--- src/rtl/dp_negabs_pkg.sv ---
// Shared definitions for the negate/absolute-value datapath.
// Holds the operation codes and the group-level carry lookahead.
package dp_negabs_pkg;

    typedef logic [1:0] mode_t;

    localparam mode_t MODE_PASS = 2'd0;
    localparam mode_t MODE_ONES = 2'd1;
    localparam mode_t MODE_NEG  = 2'd2;
    localparam mode_t MODE_ABS  = 2'd3;

    // Upper bound on WIDTH/GROUP; the top level refuses to elaborate beyond it.
    localparam int MAX_GROUPS = 64;

    // Carry-in for group `grp` is set when any bit of any lower group is set.
    function automatic logic group_carry_in(input logic [MAX_GROUPS-1:0] any_set,
                                            input int grp);
        logic carry;
        carry = 1'b0;
        for (int i = 0; i < MAX_GROUPS; i++) begin
            if (i < grp) begin
                carry = carry | any_set[i];
            end
        end
        return carry;
    endfunction

endpackage

--- src/rtl/dp_negabs_pipe_if.sv ---
// Operand-in / result-out handshake bundle for dp_negabs_pipe.
// The datapath uses the slave view; whoever feeds and drains it uses the master view.
interface dp_negabs_pipe_if #(
    parameter int WIDTH = 32
) ();
    import dp_negabs_pkg::*;

    logic             IN_VALID;
    logic             IN_READY;
    logic [WIDTH-1:0] IN_DATA;
    mode_t            IN_MODE;

    logic             OUT_VALID;
    logic             OUT_READY;
    logic [WIDTH-1:0] OUT_DATA;
    logic             OUT_ZERO;
    logic             OUT_OVF;
    logic             OUT_SIGN;

    modport slave (
        input  IN_VALID, IN_DATA, IN_MODE, OUT_READY,
        output IN_READY, OUT_VALID, OUT_DATA, OUT_ZERO, OUT_OVF, OUT_SIGN
    );

    modport master (
        output IN_VALID, IN_DATA, IN_MODE, OUT_READY,
        input  IN_READY, OUT_VALID, OUT_DATA, OUT_ZERO, OUT_OVF, OUT_SIGN
    );

endinterface

--- src/rtl/dp_negabs_group.sv ---
// One GROUP-wide slice of the copy-until-first-one negator.
// The carry ripples inside the slice; the slice reports whether any of its bits is set.
module dp_negabs_group #(
    parameter int GROUP = 4
) (
    input  logic [GROUP-1:0] grp_in,
    input  logic             carry_in,
    input  logic             invert_en,
    output logic [GROUP-1:0] grp_out,
    output logic             any_set
);

    logic carry;

    // Bit i flips only when some lower bit (in this group or below) is already set.
    always_comb begin
        carry   = carry_in;
        grp_out = '0;
        for (int i = 0; i < GROUP; i++) begin
            grp_out[i] = grp_in[i] ^ (invert_en & carry);
            carry      = carry | grp_in[i];
        end
        any_set = |grp_in;
    end

endmodule

--- src/rtl/dp_negabs_pipe.sv ---
// Pipelined pass / complement / negate / absolute-value unit with valid/ready on both sides.
// Group carry-ins are formed up front; the in-group ripple and flags are formed in the last stage.
module dp_negabs_pipe #(
    parameter int WIDTH  = 32,
    parameter int GROUP  = 4,
    parameter int STAGES = 2
) (
    input logic             CLK,
    input logic             RST,
    dp_negabs_pipe_if.slave bus
);
    import dp_negabs_pkg::*;

    localparam int NGROUPS = (GROUP > 0) ? (WIDTH / GROUP) : 1;
    localparam logic [WIDTH-1:0] MSB_ONLY = {1'b1, {(WIDTH-1){1'b0}}};

    if (WIDTH < 2 || GROUP < 1 || (WIDTH % GROUP) != 0) begin : g_bad_width
        $error("dp_negabs_pipe: WIDTH must be >= 2 and a multiple of GROUP");
    end
    if (NGROUPS > MAX_GROUPS) begin : g_bad_groups
        $error("dp_negabs_pipe: WIDTH/GROUP exceeds MAX_GROUPS");
    end
    if (STAGES != 1 && STAGES != 2) begin : g_bad_stages
        $error("dp_negabs_pipe: STAGES must be 1 or 2");
    end

    logic [MAX_GROUPS-1:0] in_any_ext;
    logic [NGROUPS-1:0]    in_cin;

    always_comb begin
        in_any_ext = '0;
        in_cin     = '0;
        for (int g = 0; g < NGROUPS; g++) begin
            in_any_ext[g] = |bus.IN_DATA[g*GROUP +: GROUP];
        end
        for (int g = 0; g < NGROUPS; g++) begin
            in_cin[g] = group_carry_in(in_any_ext, g);
        end
    end

    logic [WIDTH-1:0]   x2;
    mode_t              mode2;
    logic [NGROUPS-1:0] cin2;
    logic               src_valid;
    logic               in_ready;
    logic               out_advance;

    logic               out_valid_r;
    logic [WIDTH-1:0]   out_data_r;
    logic               out_zero_r;
    logic               out_ovf_r;
    logic               out_sign_r;

    // The output register may load when it is empty or being drained this cycle.
    assign out_advance = ~out_valid_r | bus.OUT_READY;

    if (STAGES == 2) begin : g_two_stage
        logic               s1_valid;
        logic [WIDTH-1:0]   s1_x;
        mode_t              s1_mode;
        logic [NGROUPS-1:0] s1_cin;

        always_ff @(posedge CLK) begin
            if (RST) begin
                s1_valid <= 1'b0;
                s1_x     <= '0;
                s1_mode  <= MODE_PASS;
                s1_cin   <= '0;
            end else if (in_ready) begin
                s1_valid <= bus.IN_VALID;
                if (bus.IN_VALID) begin
                    s1_x    <= bus.IN_DATA;
                    s1_mode <= bus.IN_MODE;
                    s1_cin  <= in_cin;
                end
            end
        end

        assign in_ready  = ~s1_valid | out_advance;
        assign src_valid = s1_valid;
        assign x2        = s1_x;
        assign mode2     = s1_mode;
        assign cin2      = s1_cin;
    end else begin : g_one_stage
        assign in_ready  = out_advance;
        assign src_valid = bus.IN_VALID;
        assign x2        = bus.IN_DATA;
        assign mode2     = bus.IN_MODE;
        assign cin2      = in_cin;
    end

    logic               neg_apply;
    logic [WIDTH-1:0]   grp_y;
    logic [NGROUPS-1:0] grp_any;

    assign neg_apply = (mode2 == MODE_NEG) | ((mode2 == MODE_ABS) & x2[WIDTH-1]);

    for (genvar g = 0; g < NGROUPS; g++) begin : g_group
        dp_negabs_group #(
            .GROUP(GROUP)
        ) u_group (
            .grp_in   (x2[g*GROUP +: GROUP]),
            .carry_in (cin2[g]),
            .invert_en(neg_apply),
            .grp_out  (grp_y[g*GROUP +: GROUP]),
            .any_set  (grp_any[g])
        );
    end

    logic [WIDTH-1:0] y;
    logic             y_zero;
    logic             y_ovf;
    logic             y_sign;

    // Outside ONES mode the result is zero exactly when the operand is zero.
    always_comb begin
        y      = (mode2 == MODE_ONES) ? ~x2 : grp_y;
        y_zero = (mode2 == MODE_ONES) ? (&x2) : ~(|grp_any);
        y_ovf  = neg_apply & (x2 == MSB_ONLY);
        y_sign = y[WIDTH-1];
    end

    always_ff @(posedge CLK) begin
        if (RST) begin
            out_valid_r <= 1'b0;
            out_data_r  <= '0;
            out_zero_r  <= 1'b0;
            out_ovf_r   <= 1'b0;
            out_sign_r  <= 1'b0;
        end else if (out_advance) begin
            out_valid_r <= src_valid;
            if (src_valid) begin
                out_data_r <= y;
                out_zero_r <= y_zero;
                out_ovf_r  <= y_ovf;
                out_sign_r <= y_sign;
            end
        end
    end

    assign bus.IN_READY  = in_ready;
    assign bus.OUT_VALID = out_valid_r;
    assign bus.OUT_DATA  = out_data_r;
    assign bus.OUT_ZERO  = out_zero_r;
    assign bus.OUT_OVF   = out_ovf_r;
    assign bus.OUT_SIGN  = out_sign_r;

endmodule

--- src/flat_wrapper.sv ---
// flat-port wrapper written by rule: the top's interface ports become plain ports
module dp_negabs_pipe_flat import dp_negabs_pkg::*;
#(
    parameter int WIDTH  = 32,
    parameter int GROUP  = 4,
    parameter int STAGES = 2
)
  (CLK, RST, bus_IN_VALID, bus_IN_DATA, bus_IN_MODE, bus_OUT_READY, bus_IN_READY, bus_OUT_VALID, bus_OUT_DATA, bus_OUT_ZERO, bus_OUT_OVF, bus_OUT_SIGN);
  dp_negabs_pipe_if #(.WIDTH(WIDTH)) bus_i ();
  input logic CLK;
  input logic RST;
  input wire logic [$bits(bus_i.IN_VALID)-1:0] bus_IN_VALID;
  input wire logic [$bits(bus_i.IN_DATA)-1:0] bus_IN_DATA;
  input wire logic [$bits(bus_i.IN_MODE)-1:0] bus_IN_MODE;
  input wire logic [$bits(bus_i.OUT_READY)-1:0] bus_OUT_READY;
  output wire logic [$bits(bus_i.IN_READY)-1:0] bus_IN_READY;
  output wire logic [$bits(bus_i.OUT_VALID)-1:0] bus_OUT_VALID;
  output wire logic [$bits(bus_i.OUT_DATA)-1:0] bus_OUT_DATA;
  output wire logic [$bits(bus_i.OUT_ZERO)-1:0] bus_OUT_ZERO;
  output wire logic [$bits(bus_i.OUT_OVF)-1:0] bus_OUT_OVF;
  output wire logic [$bits(bus_i.OUT_SIGN)-1:0] bus_OUT_SIGN;
  assign bus_i.IN_VALID = bus_IN_VALID;
  assign bus_i.IN_DATA = bus_IN_DATA;
  assign bus_i.IN_MODE = bus_IN_MODE;
  assign bus_i.OUT_READY = bus_OUT_READY;
  assign bus_IN_READY = bus_i.IN_READY;
  assign bus_OUT_VALID = bus_i.OUT_VALID;
  assign bus_OUT_DATA = bus_i.OUT_DATA;
  assign bus_OUT_ZERO = bus_i.OUT_ZERO;
  assign bus_OUT_OVF = bus_i.OUT_OVF;
  assign bus_OUT_SIGN = bus_i.OUT_SIGN;
  dp_negabs_pipe #(.WIDTH(WIDTH), .GROUP(GROUP), .STAGES(STAGES)) u_core (.CLK(CLK), .RST(RST), .bus(bus_i));
endmodule
--- config.mk ---
export PLATFORM = sky130hd
export DESIGN_NAME = dp_negabs_pipe_flat
export DESIGN_NICKNAME = d
export VERILOG_FILES = /design/src/rtl/dp_negabs_pkg.sv /design/src/rtl/dp_negabs_pipe_if.sv /design/src/rtl/dp_negabs_group.sv /design/src/rtl/dp_negabs_pipe.sv /design/src/flat_wrapper.sv
export SDC_FILE = /design/constraint.sdc
export NUM_CORES = 1
export LEC_CHECK = 0
export BUFFER_PORTS_ARGS = -buffer_cell sky130_fd_sc_hd__buf_2
export CORE_MARGIN = 2
export CORE_UTILIZATION = 50
export CTS_CLUSTER_SIZE = 16
export DETAILED_ROUTE_END_ITERATION = 12
export PLACE_DENSITY = 0.75
export SLEW_MARGIN = 15
export SYNTH_ARGS = -nofsm -noshare
export SYNTH_HDL_FRONTEND = slang
export SYNTH_HIERARCHICAL = 1
export SYNTH_SLANG_ARGS = --single-unit
--- constraint.sdc ---
create_clock -name CLK -period 3.56 [get_ports CLK]
set_input_delay 0.534 -clock CLK [delete_from_list [all_inputs] [get_ports CLK]]
set_output_delay 0.534 -clock CLK [all_outputs]
set_load 0.02 [all_outputs]
======== Yosys cells after proc, flatten, opt, wreduce, memory -nomap -nowiden ========
Cells that the tools add are included.
storage, ports and cells
  flip-flop bits (word level) ............. 78
  input bits .............................. 38
  output and inout bits ................... 37
cells by class
  equal/unequal tests ..................... 4
  mux-type cells .......................... 2
  bitwise operators ....................... 100
  reductions and logical operators ........ 11
operators by type and width
  operator                                        count
  AND 1 bit                                       33
  == test 32 bit (second input constant)          1
  2-to-1 mux 32 bit                               1
  inverter 32 bit                                 1
  OR 1 bit                                        32
  AND reduction 32 bit                            1
  OR reduction 32 bit                             1
  XOR 1 bit                                       31
  OR reduction 4 bit                              7
  == test 2 bit (second input constant)           2
  AND reduction 2 bit                             2
  inverter 1 bit                                  3
  == test 2 x 1 -> 1 bit (second input constant)  1
  2-to-1 mux 1 bit                                1

======== Logic depth before layout (Yosys ltp) ========
  word-level depth ........................ 7
  depth in mapped cells ................... 6
  mapped depth without buffers ............ 6

======== Cells and area by module ========
The synthesis kept the hierarchy.
by module, submodules not included
  module           times used  cells each  area an instance (sq um)
  dp_negabs_pipe   1           410         3189.3
  dp_negabs_group  8           9           75.1

======== Least setup slack after synthesis ========
Ideal clock, no wire load.
  kind .................................... flip-flop to flip-flop
  start ................................... register u_core.g_two_stage.s1_x[31]
  end ..................................... register u_core.out_data_r[13] (netlist: u_core/bus.OUT_DATA[13])
  arrival time ............................ 3.348 ns
  data required time ...................... 3.474 ns
  slack ................................... 0.127 ns
  cell stages (with the launch flop) ...... 7
  buffers on the path ..................... 0
  clock period less this slack ............ 3.433 ns
  cell sequence ........................... dfxtp_1 inv_1 a21boi_0 o21ai_0 xnor2_1 a21oi_1 a211oi_1
between the ends
  word-level cells in the longest chain between the ends .. 5
RTL lines
  item                    RTL line               source
  from (decl)             dp_negabs_pipe.sv:59   logic [WIDTH-1:0] s1_x;
  from (signal assigned)  dp_negabs_pipe.sv:72   s1_x <= bus.IN_DATA;
  AND 1 bit               dp_negabs_pipe.sv:96   assign neg_apply = (mode2 == MODE_NEG) | ((mode2 == MODE_ABS) & x2[WIDTH-1]);
  OR 1 bit                dp_negabs_pipe.sv:96
  net u_core.neg_apply    dp_negabs_pipe.sv:92   logic neg_apply;
  AND 1 bit               dp_negabs_group.sv:20  grp_out[i] = grp_in[i] ^ (invert_en & carry);
  XOR 1 bit               dp_negabs_group.sv:20
  net u_core.grp_y[13]    dp_negabs_pipe.sv:93   logic [WIDTH-1:0] grp_y;
  2-to-1 mux 32 bit       dp_negabs_pipe.sv:117  y = (mode2 == MODE_ONES) ? ~x2 : grp_y;
  to (signal assigned)    dp_negabs_pipe.sv:133  out_data_r <= y;
  to (decl)               dp_negabs_pipe.sv:49   logic [WIDTH-1:0] out_data_r;
The timed path passes the listed nets, and every way through them passes these cells.
A chain may end at the register's enable or synchronous reset.

======== Worst setup path after layout ========
  start ................................... register u_core.out_valid_r (netlist: u_core/bus.OUT_VALID)
  end ..................................... register u_core.out_data_r[31] (netlist: u_core/bus.OUT_DATA[31])
between the ends
  word-level cells in the longest chain between the ends .. 3
RTL lines
  item                           RTL line               source
  from (decl)                    dp_negabs_pipe.sv:48   logic out_valid_r;
  from (signal assigned)         dp_negabs_pipe.sv:131  out_valid_r <= src_valid;
  inverter 1 bit                 dp_negabs_pipe.sv:55   assign out_advance = ~out_valid_r | bus.OUT_READY;
  OR 1 bit                       dp_negabs_pipe.sv:55
  AND reduction 2 bit (no line)  -
No other way between the ends.

==> flow_summary.yaml <==
cts:
  cts_root_buffer: "sky130_fd_sc_hd__clkbuf_8"
  cts_made_buffers: 9
  clock_sink_count: 77
  clk_pin_slew_worst_paths_ps: 70
  tritoncts: "done"
  h-tree-depth: 3
  clk_latency_ps: 340
  cts_hold_buf: 0
  cts_resized: 0
  post-cts-setup-buffer-count: 0
  cts.path.max_buffers: 2
finish:
  fin_cells: 646
  fillCellCount: 710
  most-common-layout-cells: "sky130_fd_sc_hd__nand2_1 (77), sky130_fd_sc_hd__dfxtp_1 (77), sky130_fd_sc_hd__nor2_1 (75)"
  area_delta_synth_final_pct: 14.82
  diodes: 0
  post_route_cells_drive_above_1_share_pct: 19.01
  final_area_mm2: 0.004352
  nNetsFinal: 581
global_routing:
  grt_usage_pct: 21.84
  grt_overflow: 0
  grt_first_pass_wirelength_um: 15040
  number_of_global_route_vias_before_repair: 3213
  largest_net_degree_at_the_start_of_global_routing: 78
  initial_antenna_violation_count: 0
worst_setup_path:
  crit_path_cell_trace: "nor2b_2 -> nor2_4 -> buf_4 -> nor2_1 -> a211oi_1"
  arrival_ps: 2180
  setup.worst_path.start_class: "register"
  worstPathMaxFanout: 34
  cp_max_stage_cell: "sky130_fd_sc_hd__nor2_4"
  crit_path_max_incr_delay_ps: 570
  critPathKind: "register to register"
  worst-endpoint-required_ps: 3800
  critical_path_capture_point_type: "register"
power_and_ir_drop:
  peak_supply_drop_uv: 243.7
  power-per-cell-area_mw_per_mm2: 441.6
  power.static_leakage_nw: 1.734
logic_synthesis:
  cells_after_synth: 482
  synth.distinct_cells: 33
  synth_edf_count: 0
  yosys_most_used_dff: "sky130_fd_sc_hd__dfxtp_1"
  synth-seq-area-share_pct: 40.67
  register_bit_total_from_synthesis: 77
  asyncSetResetFlopFracSynth_pct: 0
  synth.cell_area_mm2: 0.003790
  syn_avg_cell_area_um2: 7.863
  synth-warning-count: 6
detailed_routing:
  detailroute.via_count: 3588
  drt-pass1-iter-count: 5
  drt.antenna.violating_nets: 0
  wl_cell_um: 13.87
  drt_iter0_drc: 214
  drcViolationCount: 0
  drt_wl_total_um: 8963
  avgViaCountPerCell: 5.554
die:
  die_y_um: 91.06
  io_pins: 75
  fp.dieW_um: 91.06
  core_area_mm2: 0.007292
  core.rowCount: 31
  floorplan.die_area_mm2: 0.008292
  initial_core_util_pct: 51.97
sta:
  setup_repair_after_global_routing_missed_its_margin: "false"
  timing.fmax_mhz: 517.9
  final.setup.tns_ps: 0
  final-max-slew-violation-count: 0
  clock_skew_ps: 7.162
  finalHoldViolations: 0
  fin_crit_ps: 1931
  timing.final.ws_setup_ps: 1629
  setup_viol: 0
  worst_slew_margin_relative_to_its_limit_pct: 46.74
  fin_crit_sh_pct: 54.24
  max_slew.worst_pin.slew_ps: 798.9
place:
  placement.cell_area_mm2: 0.004173
  input_output_buffers: 74
  numPlacedInstances: 631
  place_hpwl_um: 5981
  final_replace_weighted_congestion: 0.7789
  place_worst_setup_slack_ps: 1401
job:
  max-cap-violations: 0
min_path:
  hold_path_class: "primary input to register"
outcome:
  outcome: "finished clean"
worst paths after layout:
| check | cells past startpoint | slack, ps | to | startpoint |
|---|---|---|---|---|
| setup reg to reg | 5 | 1630 | u_core/bus.OUT_DATA[31] | u_core/bus.OUT_VALID |
| setup / recovery | 5 | 1630 | u_core/bus.OUT_DATA[31] | u_core/bus.OUT_VALID |
| hold reg to reg | 2 | 480 | u_core/g_two_stage.s1_mode[1] | u_core/g_two_stage.s1_mode[1] |
| hold / removal | 3 | 430 | u_core/g_two_stage.s1_x[30] | bus_IN_DATA[30] |
logic make-up (layout without fill, tap and decap cells):
group	Yosys count	in the layout	share of synthesized area [%]
AOI/OAI and AO/OA	131	131	22.85
xor gates and xnor gates	32	32	7.395
buffers and inverters	35	97	4.721
DFF	77	77	40.67
muxes	1	1	0.2641
other	1	4	0.09895
and+or+nand+nor	205	205	24.00
cells in the mapped netlist, types with 2 or more instances:
master	instances	area, µm²
sky130_fd_sc_hd__inv_1	3	11.26
sky130_fd_sc_hd__buf_4	8	60.06
sky130_fd_sc_hd__nand4_1	10	62.56
sky130_fd_sc_hd__o41ai_2	8	130.1
sky130_fd_sc_hd__a21oi_1	67	335.3
sky130_fd_sc_hd__o31ai_1	8	60.06
sky130_fd_sc_hd__xnor2_1	32	280.3
sky130_fd_sc_hd__a211oi_1	36	270.3
sky130_fd_sc_hd__or4_1	8	60.06
sky130_fd_sc_hd__nor4_1	18	112.6
sky130_fd_sc_hd__clkbuf_1	9	33.78
sky130_fd_sc_hd__buf_2	14	70.07
sky130_fd_sc_hd__dfxtp_1	77	1541
sky130_fd_sc_hd__nand2_1	77	289.0
sky130_fd_sc_hd__nand3_1	2	10.01
sky130_fd_sc_hd__o21ai_0	9	45.04
sky130_fd_sc_hd__nor3_1	6	30.03
sky130_fd_sc_hd__nor2_1	75	281.5
registers in the layout, summed over array words and instances, names as in the netlist:
| name | count |
|---|---|
| u_core/bus.OUT_DATA | 32 |
| u_core/bus.OUT_OVF | 1 |
| u_core/bus.OUT_VALID | 1 |
| u_core/bus.OUT_ZERO | 1 |
| u_core/cin2 | 7 |
| u_core/g_two_stage.s1_mode | 2 |
| u_core/g_two_stage.s1_valid | 1 |
| u_core/g_two_stage.s1_x | 32 |
stage by stage:
stage                     hold slack [ps]  total power [mW]  util (%)
after global routing                439.5             2.022     59.68
after global placement              448.1             1.316     57.22
after detailed placement            463.4             1.327     57.22
final                               427.1             1.922     59.68
after floorplan                     440.4             1.230         -
after CTS                           411.4             1.935     59.61
critical path: cells and delay by family (launching register included):
family                 cells  cell delay [ps]
AOI/OAI and AO/OA          1              230
and+or+nand+nor            3              840
DFF                        1              320
buffers and inverters      1              440
power breakdown:
part	leakage [nW]	internal, mW	total [mW]	switching, mW
registers	0.635	0.917	0.985	0.0682
logic	1.01	0.131	0.323	0.192
clock network	0.0875	0.321	0.614	0.293
total	1.73	1.37	1.92	0.553
layer usage:
| layer | vias to the layer above | global-route usage (%) | routed length (µm) |
|---|---|---|---|
| met3 | 6 | 2.988 | 498 |
| met1 | 1647 | 28.93 | 4152 |
| li1 | 1831 | - | - |
| met5 | - | 0 | 0 |
| met4 | 0 | 7.955 | 70 |
| met2 | 104 | 36.36 | 4242 |
final cells by class:
| cell class | instances | area, µm² | share of cell area (%) |
|---|---|---|---|
| multi-input combinational | 373 | 2097 | 48.19 |
| timing repair buffer | 78 | 400.4 | 9.201 |
| clock inverter | 2 | 35.03 | 0.8051 |
| sequential | 77 | 1541 | 35.42 |
| clock buffer | 13 | 138.9 | 3.191 |
| inverter | 4 | 15.01 | 0.3450 |
| tap | 99 | 123.9 | 2.846 |
Note: power is estimated with default switching activity, not from simulation.
